## src/rtl/jt900h_muldiv_pkg.sv

```systemverilog
// Shared constants and types for the jt900h iterative multiply/divide unit.
package jt900h_muldiv_pkg;

   localparam logic [1:0] SEL_MUL  = 2'b00;
   localparam logic [1:0] SEL_MULS = 2'b01;
   localparam logic [1:0] SEL_DIV  = 2'b10;
   localparam logic [1:0] SEL_DIVS = 2'b11;

   localparam int W_BYTE_BIT = 0;
   localparam int W_WORD_BIT = 1;
   localparam int W_LONG_BIT = 2;

   typedef enum logic [1:0] {ST_IDLE, ST_RUN, ST_FIX} state_e;

   // Width at which a negated value is truncated and zero-extended
   typedef enum logic [1:0] {FW8, FW16, FW32} fw_e;

   typedef struct packed {
      logic word;
      logic div;
      logic sgn;
      logic s0;    // operand 0 negative (signed ops only)
      logic s1;    // operand 1 negative (signed ops only)
      logic dz;
      logic covf;  // unsigned-core quotient does not fit in N bits
   } op_t;

   function automatic logic [3:0] last_bit(input logic word);
      return word ? 4'd15 : 4'd7;
   endfunction

endpackage

```

## src/rtl/jt900h_muldiv_if.sv

```systemverilog
// Start/busy/done operand and result bundle of the jt900h multiply/divide unit.
interface jt900h_muldiv_if;
   logic        start;
   logic [2:0]  w;
   logic [1:0]  sel;
   logic [31:0] op0;
   logic [15:0] op1;
   logic        busy;
   logic        done;
   logic        ovf;
   logic [31:0] dout;

   modport master (output start, w, sel, op0, op1, input busy, done, ovf, dout);
   modport slave  (input start, w, sel, op0, op1, output busy, done, ovf, dout);
endinterface

```

## src/rtl/jt900h_muldiv_sgnfix.sv

```systemverilog
// Conditional two's-complement negate, truncated and zero-extended to a selected width.
module jt900h_muldiv_sgnfix
   import jt900h_muldiv_pkg::*;
#(
   parameter int W = 32
) (
   input  logic [W-1:0] val_i,
   input  logic         neg_i,
   input  fw_e          fw_i,
   output logic [W-1:0] val_o
);

   logic [W-1:0] neg_val;
   logic [W-1:0] mask;

   always_comb begin
      case (fw_i)
         FW8:     mask = W'(8'hFF);
         FW16:    mask = W'(16'hFFFF);
         default: mask = '1;
      endcase
      neg_val = neg_i ? (~val_i + W'(1)) : val_i;
      val_o   = neg_val & mask;
   end

endmodule

```

## src/rtl/jt900h_muldiv.sv

```systemverilog
// Iterative MUL/MULS/DIV/DIVS unit: shift-add multiply and restoring divide, one bit per clock.
module jt900h_muldiv
   import jt900h_muldiv_pkg::*;
(
   input logic            clk,
   input logic            rst,
   jt900h_muldiv_if.slave bus
);

   state_e      state_q, state_d;
   logic [3:0]  cnt_q, cnt_d;
   logic        done_q, done_d;
   logic        ovf_q, ovf_d;
   logic [31:0] dout_q, dout_d;
   op_t         op_q, op_d;
   logic [31:0] p_q, p_d;
   logic [31:0] m_q, m_d;
   logic [15:0] b_q, b_d;

   logic        in_word, in_div, in_sgn, in_s0, in_s1, in_dz, in_covf;
   fw_e         fw0, fw1;
   logic [31:0] abs0;
   logic [15:0] abs1;
   op_t         op_in;

   // w[2] or an empty w selects word, same as w[1]
   assign in_word = !bus.w[W_BYTE_BIT] &&
                    (bus.w[W_WORD_BIT] || bus.w[W_LONG_BIT] || bus.w == 3'b000);

   always_comb begin
      case (bus.sel)
         SEL_MUL:  {in_div, in_sgn} = 2'b00;
         SEL_MULS: {in_div, in_sgn} = 2'b01;
         SEL_DIV:  {in_div, in_sgn} = 2'b10;
         SEL_DIVS: {in_div, in_sgn} = 2'b11;
         default:  {in_div, in_sgn} = 2'b00;
      endcase
   end

   assign in_s0 = in_sgn & (in_div ? (in_word ? bus.op0[31] : bus.op0[15])
                                   : (in_word ? bus.op0[15] : bus.op0[7]));
   assign in_s1 = in_sgn & (in_word ? bus.op1[15] : bus.op1[7]);
   assign fw0   = in_div ? (in_word ? FW32 : FW16) : (in_word ? FW16 : FW8);
   assign fw1   = in_word ? FW16 : FW8;

   jt900h_muldiv_sgnfix #(.W(32)) u_abs0 (.val_i(bus.op0), .neg_i(in_s0), .fw_i(fw0), .val_o(abs0));
   jt900h_muldiv_sgnfix #(.W(16)) u_abs1 (.val_i(bus.op1), .neg_i(in_s1), .fw_i(fw1), .val_o(abs1));

   assign in_dz   = in_div && (abs1 == 16'd0);
   assign in_covf = in_word ? (abs0[31:16] >= abs1) : (abs0[15:8] >= abs1[7:0]);
   assign op_in   = '{word: in_word, div: in_div, sgn: in_sgn, s0: in_s0, s1: in_s1,
                      dz: in_dz, covf: in_covf};

   // Restoring divide step; byte operands are pre-scaled so the same 16-bit compare serves both widths
   logic [32:0] sh;
   logic [16:0] top;
   logic [15:0] diff;
   logic [31:0] div_nxt;

   always_comb begin
      sh      = {p_q, 1'b0};
      top     = sh[32:16];
      diff    = top[15:0] - m_q[15:0];
      div_nxt = (top >= {1'b0, m_q[15:0]}) ? {diff, sh[15:1], 1'b1} : sh[31:0];
   end

   logic [31:0] quo_u, fixa_in, fixa;
   logic [15:0] rem_u, fixr;
   logic        neg_a, sovf;
   fw_e         fw_a, fw_r;

   assign quo_u   = op_q.word ? {16'd0, p_q[15:0]} : {24'd0, p_q[7:0]};
   assign rem_u   = op_q.word ? p_q[31:16] : {8'd0, p_q[23:16]};
   assign neg_a   = op_q.s0 ^ op_q.s1;
   assign fixa_in = op_q.div ? quo_u : p_q;
   assign fw_a    = op_q.div ? (op_q.word ? FW16 : FW8) : (op_q.word ? FW32 : FW16);
   assign fw_r    = op_q.word ? FW16 : FW8;
   // A negative quotient may reach -2^(N-1); a positive one must stay below 2^(N-1)
   assign sovf    = neg_a ? (quo_u > (op_q.word ? 32'h8000 : 32'h80))
                          : (quo_u >= (op_q.word ? 32'h8000 : 32'h80));

   jt900h_muldiv_sgnfix #(.W(32)) u_fixa (.val_i(fixa_in), .neg_i(neg_a),   .fw_i(fw_a), .val_o(fixa));
   jt900h_muldiv_sgnfix #(.W(16)) u_fixr (.val_i(rem_u),   .neg_i(op_q.s0), .fw_i(fw_r), .val_o(fixr));

   always_comb begin
      state_d = state_q;
      cnt_d   = cnt_q;
      done_d  = 1'b0;
      ovf_d   = ovf_q;
      dout_d  = dout_q;
      op_d    = op_q;
      p_d     = p_q;
      m_d     = m_q;
      b_d     = b_q;
      case (state_q)
         ST_IDLE: begin
            if (bus.start && !done_q) begin
               op_d  = op_in;
               cnt_d = last_bit(in_word);
               if (in_dz) begin
                  state_d = ST_FIX;
                  p_d     = in_word ? bus.op0 : {16'd0, bus.op0[15:0]};
               end else begin
                  state_d = ST_RUN;
                  p_d     = in_div ? (in_word ? abs0 : {8'd0, abs0[15:0], 8'd0}) : 32'd0;
                  m_d     = in_div ? {16'd0, abs1} : abs0;
                  b_d     = abs1;
               end
            end
         end
         ST_RUN: begin
            if (op_q.div) begin
               p_d = div_nxt;
            end else begin
               p_d = b_q[0] ? (p_q + m_q) : p_q;
               m_d = {m_q[30:0], 1'b0};
               b_d = {1'b0, b_q[15:1]};
            end
            cnt_d = cnt_q - 4'd1;
            if (cnt_q == 4'd0) state_d = ST_FIX;
         end
         ST_FIX: begin
            state_d = ST_IDLE;
            done_d  = 1'b1;
            if (op_q.dz) begin
               ovf_d  = 1'b1;
               dout_d = p_q;
            end else if (op_q.div) begin
               ovf_d  = op_q.covf | (op_q.sgn & sovf);
               dout_d = op_q.word ? {fixr, fixa[15:0]} : {16'd0, fixr[7:0], fixa[7:0]};
            end else begin
               ovf_d  = 1'b0;
               dout_d = fixa;
            end
         end
         default: state_d = ST_IDLE;
      endcase
   end

   always_ff @(posedge clk or negedge rst) begin
      if (!rst) begin
         state_q <= ST_IDLE;
         cnt_q   <= 4'd0;
         done_q  <= 1'b0;
         ovf_q   <= 1'b0;
         dout_q  <= 32'd0;
         op_q    <= '0;
      end else begin
         state_q <= state_d;
         cnt_q   <= cnt_d;
         done_q  <= done_d;
         ovf_q   <= ovf_d;
         dout_q  <= dout_d;
         op_q    <= op_d;
      end
   end

   always_ff @(posedge clk) begin
      p_q <= p_d;
      m_q <= m_d;
      b_q <= b_d;
   end

   assign bus.busy = (state_q == ST_RUN);
   assign bus.done = done_q;
   assign bus.ovf  = ovf_q;
   assign bus.dout = dout_q;

endmodule
```

## src/flat_wrapper.sv

```systemverilog
// flat-port wrapper written by rule: the top's interface ports become plain ports
module jt900h_muldiv_flat import jt900h_muldiv_pkg::*;
  (clk, rst, bus_start, bus_w, bus_sel, bus_op0, bus_op1, bus_busy, bus_done, bus_ovf, bus_dout);
  jt900h_muldiv_if bus_i ();
  input logic clk;
  input logic rst;
  input wire logic [$bits(bus_i.start)-1:0] bus_start;
  input wire logic [$bits(bus_i.w)-1:0] bus_w;
  input wire logic [$bits(bus_i.sel)-1:0] bus_sel;
  input wire logic [$bits(bus_i.op0)-1:0] bus_op0;
  input wire logic [$bits(bus_i.op1)-1:0] bus_op1;
  output wire logic [$bits(bus_i.busy)-1:0] bus_busy;
  output wire logic [$bits(bus_i.done)-1:0] bus_done;
  output wire logic [$bits(bus_i.ovf)-1:0] bus_ovf;
  output wire logic [$bits(bus_i.dout)-1:0] bus_dout;
  assign bus_i.start = bus_start;
  assign bus_i.w = bus_w;
  assign bus_i.sel = bus_sel;
  assign bus_i.op0 = bus_op0;
  assign bus_i.op1 = bus_op1;
  assign bus_busy = bus_i.busy;
  assign bus_done = bus_i.done;
  assign bus_ovf = bus_i.ovf;
  assign bus_dout = bus_i.dout;
  jt900h_muldiv u_core (.clk(clk), .rst(rst), .bus(bus_i));
endmodule
```

## config.mk

```make
export PLATFORM = sky130hd
export DESIGN_NAME = jt900h_muldiv_flat
export DESIGN_NICKNAME = d
export VERILOG_FILES = /design/src/rtl/jt900h_muldiv_pkg.sv /design/src/rtl/jt900h_muldiv_if.sv /design/src/rtl/jt900h_muldiv_sgnfix.sv /design/src/rtl/jt900h_muldiv.sv /design/src/flat_wrapper.sv
export SDC_FILE = /design/constraint.sdc
export NUM_CORES = 1
export LEC_CHECK = 0
export BUFFER_PORTS_ARGS = -buffer_cell sky130_fd_sc_hd__buf_2
export CORE_ASPECT_RATIO = 0.5
export CORE_MARGIN = 1
export CORE_UTILIZATION = 60
export CTS_CLUSTER_SIZE = 20
export DETAILED_ROUTE_END_ITERATION = 10
export PLACE_DENSITY = 0.91
export SLEW_MARGIN = 20
export SYNTH_ARGS = -nofsm -noshare
export SYNTH_HDL_FRONTEND = slang
export SYNTH_SLANG_ARGS = --single-unit
```

## constraint.sdc

```tcl
create_clock -name clk -period 11.5 [get_ports clk]
set_clock_uncertainty 0.15 [all_clocks]
set_input_delay 1.725 -clock clk [delete_from_list [all_inputs] [get_ports clk]]
set_output_delay 1.725 -clock clk [all_outputs]
set_load 0.03 [all_outputs]
```

; Yosys cells after proc, flatten, opt, wreduce, memory -nomap -nowiden
; Index checks and enable logic that the tools add are counted.
[op_classes]
n_bitwise = 13
reduce_logical = 26
n_mux = 57
eq_ne = 12
add_sub_neg = 7
n_lt_le_gt_ge = 5
[ops]
columns = operator, count
row1 = 32-bit two-way mux, 18
row2 = 32-bit case mux with 2 select lines, 4
row3 = 16-bit two-way mux, 10
row4 = "32-bit by 1-bit adder with 32-bit output, second input constant", 2
row5 = 32-bit bitwise AND, 2
row6 = 32-bit NOT, 2
row7 = "16-bit by 1-bit adder with 16-bit output, second input constant", 2
row8 = 32-bit adder, 1
row9 = 16-bit bitwise AND, 2
row10 = 32-bit greater-or-equal comparator, 1
row11 = 32-bit by 16-bit greater-than comparator with 1-bit output, 1
row12 = 16-bit NOT, 2
row13 = 16-bit case mux with 2 select lines, 1
row14 = 17-bit by 16-bit greater-or-equal comparator with 1-bit output, 1
row15 = 16-bit greater-or-equal comparator, 1
row16 = 16-bit zero test, 1
row17 = 16-bit subtractor, 1
row18 = 2-bit two-way mux, 7
row19 = 2-bit zero test, 6
row20 = 1-bit two-way mux, 11
row21 = "2-bit by 1-bit equality test with 1-bit output, second input constant", 4
row22 = 8-bit greater-or-equal comparator, 1
row23 = 4-bit two-way mux, 2
row24 = 4-bit case mux with 2 select lines, 1
row25 = other kinds (20), 36
[word_totals]
inputBits = 56
output_inout_bits = 35
wordCells = 135
ff_bits = 127

; Logic depth before layout (Yosys ltp)
; Gate-level depths: netlist of run 1.
[depth]
depth_word = 13
ltp_mapped = 17
ltp_nobuf = 17

; Modules after synthesis
; From an unflattened synthesis of run 1, not the netlist that was laid out.
[hier_totals]
cells_unflattened = 1534
hier_area_um2 = 12802.3
[modules_own_cells]
columns = mod, cells_each, area_per_inst_um2, instances, seq_area_each_um2
row1 = jt900h_muldiv, 1160, 10109.7, 1, 3578.4
row2 = jt900h_muldiv_sgnfix (u_core.u_abs0 ...), 128, 918.4, 2, 0.0
row3 = jt900h_muldiv_sgnfix (u_core.u_abs1 ...), 59, 427.9, 2, 0.0

; Worst setup path after synthesis of run 1
; OpenSTA, ideal clock, no wires.
[synth_timing]
path_type = input to register
start = input port bus_op1[0]
end = register u_core.b_q[0] (enable)
arrival_ps = 5528
n_path_buf = 2
setup_time_ps = 851
setup_slack_ps = 4972
required_time_ps = 10499
path_stages = 12
cell_sequence = inv_1 ha_1 or3b_1 o311ai_1 xor2_1 nand4_1 or2_1 buf_6 or3_1 buf_2 o21ai_1 o21ai_0
[synth_between]
elab_chain_cells = 8
[synth_lines]
columns = element, line
row1 = from (decl), flat_wrapper.sv:11  ; input wire logic [$bits(bus_i.op1)-1:0] bus_op1;
row2 = 16-bit NOT, jt900h_muldiv_sgnfix.sv:22  ; neg_val = neg_i ? (~val_i + W'(1)) : val_i;
row3 = 16-bit by 1-bit adder with 16-bit output, jt900h_muldiv_sgnfix.sv:22
row4 = 16-bit two-way mux (*), jt900h_muldiv_sgnfix.sv:22
row5 = 16-bit bitwise AND (*), jt900h_muldiv_sgnfix.sv:23  ; val_o = neg_val & mask;
row6 = 16-bit zero test (*), jt900h_muldiv.sv:49  ; assign in_dz = in_div && (abs1 == 16'd0);
row7 = 1-bit logical AND (*), jt900h_muldiv.sv:49
row8 = 2-bit != test (no source line) (*), --
row9 = 4-bit AND reduction (no source line) (*), --
row10 = to (signal assigned), jt900h_muldiv.sv:161  ; b_q <= b_d;
row11 = to (decl), jt900h_muldiv.sv:18  ; logic [15:0] b_q, b_d;
; Mark *: on every way between the ends. The rest lies on a longest branch, timed or not.
; A chain may end at the register's enable or synchronous reset.

; Final worst setup path of run 1
[layout_timing]
start = input port bus_op1[0]
end = register u_core.b_q[7] (enable)
; The elaborated chain is that of the path after synthesis.

==> results of run 1 <==
-- cells in the final DEF (no fill, tap or decap), types with 6 or more instances in the layout --
cell type  synthesis  final
inv_1             49     48
nor4_1            16     16
mux2i_1           46     46
nor2_1           169    169
a21oi_1          106    106
or3_1             11     11
o31a_1             6      6
o31ai_1           20     20
xnor2_1           41     41
ha_1              78     78
buf_4              0     16
and3_1             7      7
dfrtp_1           47     46
mux2_2            12     12
o2bb2ai_1          7      7
nand2_1          153    153
o22ai_1           18     18
edfxtp_1          80     80
xor2_1            46     46
o21ai_0          113    111
o211ai_1          18     18
o41ai_1           14     14
nor2b_1           23     23
a22oi_1            8      8
nand2b_1          10      9
and2_1            19     19
nand3_1           27     27
or4_1             13     13
o21a_1            15     15
buf_2              5     87
a211oi_1          30     30
nand4_1           13     13
a31oi_1           41     41
nor3_1            42     42
clkbuf_16          0     18
a21o_1            28     28
-- power groups by stage --
stage	clock network (uW)	registers [uW]	logic, uW
after detailed placement	0	1150	3060
after CTS	543	1150	3090
after floorplan	0	1090	2280
after global placement	0	1140	2980
after global routing	565	1180	3440
final	544	1170	3170
-- stage by stage --
stage | hold slack (ps) | utilization [%] | total power (uW) | cell area [sq um] | setup WS (ps)
after floorplan | 294 | - | 3370 | 12100 | 4970
after global placement | 295 | 64.3 | 4120 | 12600 | 5760
after detailed placement | 308 | 64.3 | 4210 | 12600 | 5660
after CTS | 322 | 67.2 | 4770 | 13100 | 6110
after global routing | 346 | 67.2 | 5180 | 13100 | 5850
final | 320 | 67.2 | 4890 | 13100 | 6040
-- layer usage --
| metal | up-vias | share of wire [%] | global-route usage, % |
|---|---|---|---|
| met5 | - | 0 | 0 |
| met4 | 0 | 1.5 | 9.49 |
| met3 | 76 | 14 | 10.7 |
| met2 | 724 | 42 | 57.1 |
| met1 | 5730 | 43 | 55.0 |
| li1 | 5612 | - | - |
-- registers in the layout (all words and copies together), names as in the netlist, 2 cells and up --
register / flops
u_core.m_q: 32
u_core.op_q: 7
u_core.p_q: 32
u_core.state_q: 2
u_core.bus.dout: 32
u_core.b_q: 16
u_core.cnt_q: 4
-- worst paths after layout --
path                            slack [ps]                   to  depth (start not counted)                 from
worst max-delay path                  6040        u_core.b_q[7]                         13           bus_op1[0]
worst min-delay path                   320  u_core.bus.dout[16]                          2  u_core.bus.dout[16]
worst max register to register        7730       u_core.p_q[17]                         11        u_core.m_q[1]
worst min register to register         320  u_core.bus.dout[16]                          2  u_core.bus.dout[16]
max in group asynchronous             9580       u_core.op_q[5]                          1                  rst
min in group asynchronous             1170  u_core.bus.dout[27]                          1                  rst
-- worst max-delay path: stages --
cell and delay, ps:
buf_2 140, inv_1 120, ha_1 200, nor3b_1 660, a211oi_1 200, mux2i_1 530, and3_1 310, nand3_4 150
or3_1 360, buf_4 230, o21ai_1 280, o21ai_4 80, buf_4 350
-- cell type report --
| class | instances | area [sq um] | share of cell area [%] |
|---|---|---|---|
| clock buffer | 20 | 468 | 3.56 |
| clock inverter | 12 | 106 | 0.809 |
| inverter | 50 | 188 | 1.43 |
| multi-input combinational | 1224 | 7910 | 60.2 |
| sequential | 127 | 3580 | 27.2 |
| tap | 266 | 333 | 2.53 |
| timing repair buffer | 103 | 556 | 4.23 |
-- cells by family (layout without fill, tap and decap cells) --
logic type | after synthesis | in the layout
muxes | 59 | 59
xor gates and xnor gates | 87 | 87
DFF | 127 | 127
adders and majority gates | 80 | 80
buffers and inverters | 146 | 185
AOI/OAI and AO/OA | 471 | 471
and+or+nand+nor | 527 | 527
==> flow_summary.ini, run 1 <==
[run_status]
status = completed

[synth]
synthDistinctLibCells = 76
synth_area_sq_um = 12100
ys_top_cells_by_area = edfxtp_1, dfrtp_1, ha_1
synth_common_cells = nor2_1, nand2_1, o21ai_0, a21oi_1, edfxtp_1
synth_xor_area_share_pct = 6.32
synthArstFlopShare_pct = 37.0
ys.flop_type = edfxtp_1
synth.avg_cell_area_sq_um = 8.05
synth_seq_cells = 127
yosys.area_share.simple_pct = 20.7
synth_mux_area_share_pct = 5.03
synth_fp_nets = 1633
synth_edf_count = 80
synth-compound-area-share_pct = 25.0
synth.most_common_cell = nor2_1
synth_fa_ha_area_share_pct = 8.43
synth-seq-area-share_pct = 29.7
synth_top_area_share_pct = 19.9
synth_top_family_by_area = compound AO/OA/AOI/OAI gates
yosysWarnings = 0
yosys.area.top_type = edfxtp_1
synthCells = 1497

[timing]
finalSetupViolCount = 0
finalSetupTns_ps = 0
tightest_slew_ps = 1050
rsz0062_at_grt = false
slew_violations = 0
post-route-period-util_pct = 47.5
hold_viol = 0
fmax_mhz = 183
period_minus_slack_ps = 5460
relSlewSlack_pct = 28.8

[placed_design]
dpl.cell_count = 1770
io_buffers = 88
gp_congestion = 0.957
dpl.hpwl_mm = 28.9

[route]
vias_per_cell = 6.74
wl_per_cell_microns = 21.9
drt-initial-drc-count = 1514
vias = 12100
drtAntennaViolNets = 0
drc_errors = 0
drt-pass1-iter-count = 6
drt-total-wl_mm = 39.5

[clocking]
cts.sinks = 127
numCtsBuffers = 17
cts_resized = 0
clkTransAtPathRegs_ps = 60
htreeDepth = 4
ctsHoldBuffers = 0
cts_tree = done
clock_path_buffers = 2
clock_latency_ps = 440
cts_setup_buffers = 0
root_buffer = clkbuf_16

[power]
p_comb_share_pct = 64.9
p_clk_share_pct = 11.1
switching_share_pct = 51.3
ir_worst_vdd_mv = 0.142
p_per_area_nw_per_um2 = 372
total_leakage_power_uw = 0.00546
switchingPower_uw = 2510
p_int_uw = 2380
seqPwrFrac_pct = 23.9

[layout]
syn2layout_area_growth_pct = 9.00
diodes = 0
fin_cells = 1802
fillCellCount = 1663
drive_above_1_share_pct = 11.1
nets = 1659

[flow_run]
drv_cap = 0

[grt]
grt_pass1_wl_mm = 60.7
grt-ovfl-total = 0
antenna_found_initial = 1
grt_max_degree = 76
track_usage_pct = 38.4
grt_pass1_vias = 10900

[floorplan]
fp-row-count = 36
die_w_microns = 202
pin_count = 91
start_util_pct = 61.7
die_h_microns = 102
coreArea_sq_um = 19500
die_area_sq_um = 20700

[min_path]
hp-class = register to register

[worst_setup_path]
arrival_ps = 5410
crit_fanout = 48
cp.required_ps = 11450
worstSetupEndpointType = register
criticalPathCategory = primary input to register
start_kind = primary input
(Power assumes the default switching activity.)
==> run 2: changes to the inputs <==
Clock period 11.5 ns to 5.3 ns, I/O delays scaled along.
==> run 2 against run 1 <==
  * Largest power group unchanged
  * Die area unchanged
  * Global-route usage fell by 1.3 points
  * Non-clock buffer count rose by 13
  * Register-to-register slack got worse by 6100 ps
  * Final cell count up 0.78%
  * Critical endpoint is now u_core.op_q[0]
  * Sequential power grew 120%
  * Total power up 120%
  * Count of clock-buffer cells in the layout is 3 lower
  * Sequential share of layout area is 0.28 points lower
  * Highest routed layer unchanged
  * Clock power up 130%
  * Via count increased by 1.6%
==> flow_summary.ini, run 2 (synthesis results as in run 1) <==
[placed_design]
io_buffers = 88
dpl.hpwl_mm = 28.0
gp_congestion = 0.994
dpl.cell_count = 1783

[power]
total_leakage_power_uw = 0.00553
power_uw = 10600
p_per_area_nw_per_um2 = 798
ir_worst_vdd_mv = 0.353

[timing]
period_minus_slack_ps = 4440
post-route-period-util_pct = 83.8
slew_violations = 0
holdWs_ps = 233
finalSetupTns_ps = 0
relSlewSlack_pct = 44.0
rsz0062_at_grt = false
hold_viol = 0
finalSetupViolCount = 0
fmax_mhz = 225
tightest_slew_ps = 828

[grt]
grt_pass1_vias = 11000
grt_max_degree = 79
antenna_found_initial = 1
grt-ovfl-total = 0
grt_pass1_wl_mm = 59.6
track_usage_pct = 37.1

[clocking]
cts_tree = done
root_buffer = clkbuf_16
htreeDepth = 4
clkTransAtPathRegs_ps = 60
clock_path_buffers = 2
cts.sinks = 127
numCtsBuffers = 17
ctsHoldBuffers = 0
cts_resized = 0
clock_latency_ps = 440
cts_setup_buffers = 0

[route]
drt-total-wl_mm = 38.3
drtAntennaViolNets = 0
vias_per_cell = 6.79
drt-pass1-iter-count = 9
drc_errors = 0
wl_per_cell_microns = 21.1
drt-initial-drc-count = 1635
vias = 12300

[floorplan]
die_h_microns = 102
coreArea_sq_um = 19500
die_w_microns = 202
start_util_pct = 61.7
pin_count = 91
die_area_sq_um = 20700
fp-row-count = 36

[worst_setup_path]
worstSetupEndpointType = register
start_kind = primary input
criticalPathCategory = primary input to register
arrival_ps = 4620
cp.required_ps = 5480
crit_fanout = 8
rr_worst_depth = 10

[layout]
drive_above_1_share_pct = 11.9
final_common_cell = nor2_1
syn2layout_area_growth_pct = 10.1
final_cell_mix = nor2_1, nand2_1, o21ai_0
fin_cells = 1816
nets = 1672

[min_path]
hp-class = primary input to async pin

[run_status]
status = completed

[flow_run]
drv_cap = 0
## run 2: changes by cell type in the layout (fill, tap and decap cells not counted)
cell | before | now
buf_4 | 16 | 29
clkinvlp_4 | 0 | 3
bufinv_16 | 1 | 3
clkinv_2 | 4 | 2
inv_4 | 2 | 0
clkbuf_1 | 1 | 0
clkbuf_16 | 18 | 17
clkbuf_8 | 1 | 0
clkinv_4 | 3 | 4
diode_2 | 0 | 1
inv_6 | 2 | 3
## run 2: worst paths after layout
| kind | start | end | slack, ps |
|---|---|---|---|
| worst max-delay path | bus_op0[15] | u_core.op_q[0] | 860 |
| worst min-delay path | rst | u_core.bus.dout[29] | 230 |
| worst max register to register | u_core.p_q[18] | u_core.p_q[26] | 1620 |
| worst min register to register | u_core.bus.dout[14] | u_core.bus.dout[14] | 310 |
| max in group asynchronous | rst | u_core.op_q[5] | 4310 |
| min in group clk | u_core.bus.dout[14] | u_core.bus.dout[14] | 310 |
## run 2: cell type report
cell class              instances  area [sq um]
multi-input cells            1224          7910
fillers                      1591          6270
flip-flops and latches        127          3580
repair buffers                116           653
clock buffers                  17           425
well taps                     266           333
inverters                      50           188
clock inverters                15           184
diodes                          1          2.50
## run 2: layer usage
| layer | vias to the layer above | GRT usage [%] | routed length [microns] |
|---|---|---|---|
| met2 | 883 | 55.4 | 15900 |
| li1 | 5635 | - | - |
| met1 | 5717 | 52.5 | 16200 |
| met5 | - | 0 | 0 |
| met3 | 101 | 9.73 | 5340 |
| met4 | 0 | 12.1 | 931 |
## run 2: stage by stage
step,instance area (sq um),util [%],worst slack [ps]
3_5_place_dp,12700,64.8,468
3_3_place_gp,12700,64.8,547
4_1_cts,13300,67.9,915
5_1_grt,13300,67.9,696
6_report,13300,67.9,859
2_1_floorplan,12100,-,483
## run 2: where the power goes
group	switching, uW	total, uW	internal, uW
Combinational	4180	6820	2640
Sequential	706	2550	1840
Clock	493	1240	744
Total	5370	10600	5220
## run 2: critical path: stages
cell and delay, ps:
buf_2 170, or4_1 560, or2_2 340, or4b_1 670
o41ai_2 370, xor2_1 170, nor2_1 70, ha_1 310
a21oi_1 150, nor2b_1 60, o21ai_0 140, nand2_1 100
a211oi_1 310, a211oi_1 140, a32o_1 270
